==> src/rtl/bcd_pkg.sv <==
`default_nettype none
// +------------------------------------------------------------------+
// | Package : bcd_pkg                                                |
// | Shared constants, FSM state type and the add-3 nibble correction |
// | used by the shared binary-to-BCD conversion scheduler.           |
// | Revision: 1.0 - initial release                                  |
// +------------------------------------------------------------------+
package bcd_pkg;

  localparam int BIN_W   = 8;
  localparam int DIGIT_W = 4;
  localparam int NDIG    = 3;
  localparam int BCD_W   = NDIG * DIGIT_W;
  localparam int SH_W    = BCD_W + BIN_W;

  localparam logic [DIGIT_W-1:0] BCD_BLANK = 4'hF;

  typedef enum logic [0:0] {
    IDLE  = 1'b0,
    SHIFT = 1'b1
  } state_t;

  // Double-dabble correction: a digit of 5 or more would overflow past 9
  // after the next doubling, so pre-bias it by 3.
  function automatic logic [DIGIT_W-1:0] add3(input logic [DIGIT_W-1:0] d);
    return (d >= 4'd5) ? (d + 4'd3) : d;
  endfunction

endpackage
`default_nettype wire

==> src/rtl/bcd_iter_core.sv <==
`default_nettype none
// +------------------------------------------------------------------+
// | Module  : bcd_iter_core                                          |
// | Iterative shift-add-3 binary-to-BCD engine, one bit per clock.   |
// | start loads the operand; done is high during the cycle whose     |
// | closing edge performs the eighth shift, with result showing the  |
// | digits that edge produces.                                       |
// | Revision: 1.0 - initial release                                  |
// +------------------------------------------------------------------+
module bcd_iter_core
  import bcd_pkg::*;
(
  input  logic             clk,
  input  logic             rst_n,
  input  logic             start,
  input  logic [BIN_W-1:0] bin,
  output logic             done,
  output logic [BCD_W-1:0] result
);

  logic [SH_W-1:0] r_sh;
  logic [2:0]      r_cnt;
  logic            r_busy;
  logic [SH_W-1:0] w_corr;
  logic [SH_W-1:0] w_shifted;

  // Correct each BCD nibble, then shift the whole register left by one.
  always_comb begin
    w_corr    = {add3(r_sh[19:16]), add3(r_sh[15:12]), add3(r_sh[11:8]), r_sh[7:0]};
    w_shifted = {w_corr[SH_W-2:0], 1'b0};
  end

  assign done   = r_busy && (r_cnt == 3'd7);
  assign result = w_shifted[SH_W-1:BIN_W];

  // Load on start, otherwise step once per clock until eight shifts are done.
  always_ff @(posedge clk or negedge rst_n) begin
    if (!rst_n) begin
      r_sh   <= '0;
      r_cnt  <= 3'd0;
      r_busy <= 1'b0;
    end else if (start) begin
      r_sh   <= {{BCD_W{1'b0}}, bin};
      r_cnt  <= 3'd0;
      r_busy <= 1'b1;
    end else if (r_busy) begin
      r_sh  <= w_shifted;
      r_cnt <= r_cnt + 3'd1;
      if (r_cnt == 3'd7) begin
        r_busy <= 1'b0;
      end
    end
  end

endmodule
`default_nettype wire

==> src/rtl/bcd_conv_scheduler.sv <==
`default_nettype none
// +------------------------------------------------------------------+
// | Module  : bcd_conv_scheduler                                     |
// | Round-robin scheduler sharing one iterative binary-to-BCD engine |
// | between NUM_CH requesters; keeps a per-channel digit bank that   |
// | the display mux reads continuously.                              |
// | Option  : BCD_LEADING_BLANK_EN - store leading zero digits as F. |
// | Revision: 1.0 - initial release                                  |
// +------------------------------------------------------------------+
module bcd_conv_scheduler
  import bcd_pkg::*;
#(
  parameter int NUM_CH = 4,
  parameter int BIN_W  = 8
) (
  input  logic                clk,
  input  logic                rst_n,
  input  logic [NUM_CH-1:0]   req,
  input  logic [NUM_CH*8-1:0] bin_in,
  output logic                busy,
  output logic                done,
  output logic [2:0]          done_ch,
  output logic [NUM_CH*12-1:0] bcd_bank,
  output logic [NUM_CH-1:0]   bank_valid
);

  state_t            r_state;
  logic [NUM_CH-1:0] r_pending;
  logic [2:0]        r_rr_ptr;
  logic [2:0]        r_cur_ch;
  logic              r_busy;
  logic              r_done;
  logic [2:0]        r_done_ch;
  logic [NUM_CH-1:0] r_bank_valid;
  logic [BCD_W-1:0]  r_bank [NUM_CH];

  logic              w_any;
  logic [2:0]        w_gnt;
  logic [2:0]        w_rr_next;
  logic [NUM_CH-1:0] w_gnt_mask;
  logic              w_start;
  logic [7:0]        w_bin;
  logic              w_core_done;
  logic [BCD_W-1:0]  w_result;
  logic [BCD_W-1:0]  w_store;
  int                w_idx;

  // Find the first pending channel at or after rr_ptr, wrapping around.
  always_comb begin
    w_any = 1'b0;
    w_gnt = 3'd0;
    w_idx = 0;
    for (int i = 0; i < NUM_CH; i++) begin
      w_idx = int'(r_rr_ptr) + i;
      if (w_idx >= NUM_CH) begin
        w_idx = w_idx - NUM_CH;
      end
      if (!w_any && r_pending[w_idx]) begin
        w_any = 1'b1;
        w_gnt = 3'(w_idx);
      end
    end
  end

  assign w_start   = (r_state == IDLE) && w_any;
  assign w_rr_next = (w_gnt == 3'(NUM_CH - 1)) ? 3'd0 : (w_gnt + 3'd1);

  // Decode the grant into a clear mask and select the granted operand.
  always_comb begin
    w_gnt_mask = '0;
    w_bin      = 8'd0;
    for (int c = 0; c < NUM_CH; c++) begin
      if (w_gnt == 3'(c)) begin
        w_gnt_mask[c] = w_start;
        w_bin         = bin_in[c*8 +: 8];
      end
    end
  end

  bcd_iter_core u_core (
    .clk    (clk),
    .rst_n  (rst_n),
    .start  (w_start),
    .bin    (w_bin),
    .done   (w_core_done),
    .result (w_result)
  );

  // Format the finished digits for the bank, blanking leading zeros if enabled.
  always_comb begin
    w_store = w_result;
`ifdef BCD_LEADING_BLANK_EN
    if (w_result[11:8] == 4'd0) begin
      w_store[11:8] = BCD_BLANK;
      if (w_result[7:4] == 4'd0) begin
        w_store[7:4] = BCD_BLANK;
      end
    end
`endif
  end

  // Pending latch, arbitration state machine and digit bank update.
  always_ff @(posedge clk or negedge rst_n) begin
    if (!rst_n) begin
      r_state      <= IDLE;
      r_pending    <= '0;
      r_rr_ptr     <= 3'd0;
      r_cur_ch     <= 3'd0;
      r_busy       <= 1'b0;
      r_done       <= 1'b0;
      r_done_ch    <= 3'd0;
      r_bank_valid <= '0;
      for (int c = 0; c < NUM_CH; c++) begin
        r_bank[c] <= '0;
      end
    end else begin
      // A request arriving on the grant edge re-queues the channel.
      r_pending <= (r_pending & ~w_gnt_mask) | req;
      r_done    <= 1'b0;
      case (r_state)
        IDLE: begin
          if (w_any) begin
            r_cur_ch <= w_gnt;
            r_rr_ptr <= w_rr_next;
            r_busy   <= 1'b1;
            r_state  <= SHIFT;
          end
        end
        SHIFT: begin
          if (w_core_done) begin
            for (int c = 0; c < NUM_CH; c++) begin
              if (r_cur_ch == 3'(c)) begin
                r_bank[c]       <= w_store;
                r_bank_valid[c] <= 1'b1;
              end
            end
            r_done    <= 1'b1;
            r_done_ch <= r_cur_ch;
            r_busy    <= 1'b0;
            r_state   <= IDLE;
          end
        end
        default: r_state <= IDLE;
      endcase
    end
  end

  generate
    for (genvar c = 0; c < NUM_CH; c++) begin : g_bank_out
      assign bcd_bank[c*12 +: 12] = r_bank[c];
    end
  endgenerate

  assign busy       = r_busy;
  assign done       = r_done;
  assign done_ch    = r_done_ch;
  assign bank_valid = r_bank_valid;

endmodule
`default_nettype wire

==> config.mk <==
export PLATFORM = sky130hd
export DESIGN_NAME = bcd_conv_scheduler
export DESIGN_NICKNAME = d
export VERILOG_FILES = /design/src/rtl/bcd_pkg.sv /design/src/rtl/bcd_iter_core.sv /design/src/rtl/bcd_conv_scheduler.sv
export SDC_FILE = /design/constraint.sdc
export NUM_CORES = 1
export LEC_CHECK = 0
export ABC_AREA = 1
export CAP_MARGIN = 10
export CORE_MARGIN = 8
export CORE_UTILIZATION = 55
export CTS_BUF_LIST = sky130_fd_sc_hd__clkbuf_4 sky130_fd_sc_hd__clkbuf_8 sky130_fd_sc_hd__clkbuf_16
export CTS_CLUSTER_DIAMETER = 50
export DETAILED_ROUTE_END_ITERATION = 8
export HOLD_SLACK_MARGIN = 0.03
export PLACE_DENSITY = 0.85
export SLEW_MARGIN = 30
export SYNTH_ARGS = -nofsm -noshare
export SYNTH_HDL_FRONTEND = slang
export SYNTH_HIERARCHICAL = 1
export SYNTH_SLANG_ARGS = --single-unit
==> constraint.sdc <==
create_clock -name clk -period 4.9 [get_ports clk]
set_input_delay 0.98 -clock clk [delete_from_list [all_inputs] [get_ports clk]]
set_output_delay 0.98 -clock clk [all_outputs]
set_load 0.03 [all_outputs]
==> flow_summary.ini <==
[worst_hold_path]
hp-start = bank_valid[0]
min_path_type = reg2reg
worstHoldEndpoint = bank_valid[0]
hold_depth = 2

[synth]
syn_avg_cell_area_um2 = 8.30
ys_ff_latch = 92
yosysWarnings = 6
ys.flop_type = dfrtp_1
synth_area_leader_cell = dfrtp_1
synthCells = 564
async_reset_ff_share_pct = 100
syn_nets = 615
yosysSeqAreaShare_pct = 49.2
synth_edf_count = 0
synth_area_leaders = dfrtp_1, nand2_1, o21ai_0, inv_1, nand3_1
ys_types = 35
synth_area_um2 = 4680
synth_top_area_share_pct = 49.2

[floorplan]
core.rowCount = 33
pin_count = 95
die_area_um2 = 11700
die_h_um = 108
die_w_um = 108
core_area_um2 = 8220
start_util_pct = 57.0

[power]
intPower_mw = 2.21
swShare_pct = 49.6
pwr-share-clk_pct = 12.4
power.leakage_nw = 2.90
share_seq_of_total_power_pct = 28.5
ir_drop_uv = 416
switchingPower_mw = 2.18
power_density_nw_per_um2 = 751
combPwrFrac_pct = 59.1

[detailed_routing]
wirelength_um = 11800
avgRoutedWirePerCell_um = 15.6
firstDrtPassIters = 5
drtAntennaViolNets = 0
num_vias = 4173
initialDrtViolationCount = 247
drc = 0
viasPerCell = 5.48

[timing]
tightest_slew_ns = 0.696
slew_headroom_pct = 53.5
fmax_ghz = 0.302
fin_setup_tns_ns = 0
maxSlewViolCount = 0
fin_crit_ns = 3.32
holdWs_ns = 0.472
rsz0062_at_grt = no
worst_slack_ns = 1.58
hold_viol = 0
skew_ns = 0.0105
finalSetupViolations = 0
fin_crit_sh_pct = 67.7

[grt]
overflow = 0
grt_pass1_vias = 3969
grt_usage_pct = 20.6
antenna_found_initial = 0
grt_pass1_wl_um = 19400
grt_start_max_net_pins = 52

[finish]
final_common_cell = nand2_1
area_growth_pct = 25.2
antennaDiodeCount = 0
fillers = 631
mostFrequentLayoutCells = nand2_1, clkdlybuf4s50_1, dfrtp_1, inv_1, o21ai_0
drive_above_1_share_pct = 9.91
layout.cells.non_filler = 761
final_nets = 702
utilization_pct = 71.3

[placement]
hpwl_um = 8900
port_buffers = 94
dp_cells = 745
gp_congestion = 0.889
pre_cts_slack_ns = 1.66

[clock_network]
post-cts-setup-buffer-count = 0
cts_root_buffer = clkbuf_8
postCtsHoldBufs = 0
clk_latency_ns = 0.36
postCtsResizedCells = 0
numCtsBuffers = 9
cts_tree = yes
clkSlewWorstSetupHoldPaths_ns = 0.10
clock_path_buffers = 2
htree_num_levels = 3
clock_sinks = 92

[setup_path]
crit_path_end_kind = flip-flop
worstReg2RegEnd = u_core/r_sh[7]
r2r_cells = 16
critPathKind = reg2reg
critPathRequiredTime_ns = 5.14
cp-start-kind = flip-flop
cp_max_fo = 10
crit_arrival_ns = 3.55
r2r_slack_ns = 1.58

[status]
status = completed

[run]
maxCapViolCount = 0
final cells by class:
cell class / instances / area [um2] / share of cell area [%]
Clock inverter: 7 / 93.8 / 1.60
Clock buffer: 9 / 124 / 2.11
Multi-Input combinational cell: 371 / 1950 / 33.3
Inverter: 82 / 310 / 5.30
Timing Repair Buffer: 95 / 946 / 16.2
Sequential cell: 92 / 2300 / 39.3
Tap cell: 105 / 131 / 2.24
cell usage after synthesis (all sizes together) (5+ instances only):
master and number:
inv 82, clkbuf 8, nand2 174, dfrtp 92
and2 8, o21ai 82, buf 11, nand3 40
o22ai 5, nand4 18, nor2 12, o211ai 7
ha 13
cells by family (layout without fill, tap and decap cells):
logic type / after synthesis / in the layout / synth area share [%]
simple gates: 252 / 252 / 24.0
compound gates: 106 / 106 / 14.2
buf+inv: 101 / 193 / 9.14
flops: 92 / 92 / 49.2
fa+ha+maj: 13 / 13 / 3.48
worst max-delay path: stages, from the launching register on:
cell	delay, ns
dfrtp_1	0.50
inv_2	0.14
ha_1	0.43
inv_1	0.12
nand3_2	0.12
nand2_2	0.09
o21ai_0	0.30
nand3_2	0.14
nand2_2	0.15
ha_1	0.36
inv_1	0.22
nand4_1	0.14
nand2_1	0.07
nand2_1	0.05
nand2_1	0.06
o211ai_1	0.21
o21ai_2	0.07
sequential cells by signal, indices dropped and copies added (netlist names), named ones only:
register,cells
bank_valid,4
bcd_bank,48
busy,1
done,1
done_ch,3
r_cur_ch,3
r_pending,4
r_rr_ptr,2
r_state,1
u_core/r_busy,1
u_core/r_cnt,3
u_core/r_sh,20
power groups by stage:
stage	Clock, mW	Sequential [mW]	Combinational (mW)
2_1_floorplan	0	1.56	1.52
3_3_place_gp	0	1.25	2.46
3_5_place_dp	0	1.26	2.56
4_1_cts	0.552	1.25	2.58
5_1_grt	0.582	1.28	2.87
6_report	0.545	1.25	2.60
per-layer routing:
layer / GRT usage, % / share of wire, % / up-vias
li1: - / - / 1995
met1: 25.6 / 41 / 2041
met3: 2.20 / 4.8 / 17
met2: 35.6 / 52 / 120
met5: 0 / 0 / -
met4: 8.42 / 2.1 / 0
stage by stage:
stage	power, mW	instance area [um2]
after global routing	4.74	5860
after global placement	3.71	5640
after floorplan	3.07	4680
after CTS	4.39	5860
final	4.40	5860
after detailed placement	3.83	5640
worst max-delay path by stage:
| stage | endpoint | slack, ns |
|---|---|---|
| after floorplan | u_core/r_sh[3] | 2.07 |
| after global placement | u_core/r_sh[3] | 1.95 |
| after detailed placement | u_core/r_sh[3] | 1.66 |
| after CTS | u_core/r_sh[3] | 1.64 |
| after global routing | u_core/r_sh[7] | 1.26 |
| final | u_core/r_sh[7] | 1.58 |
Power figures use the tool's default switching activity.
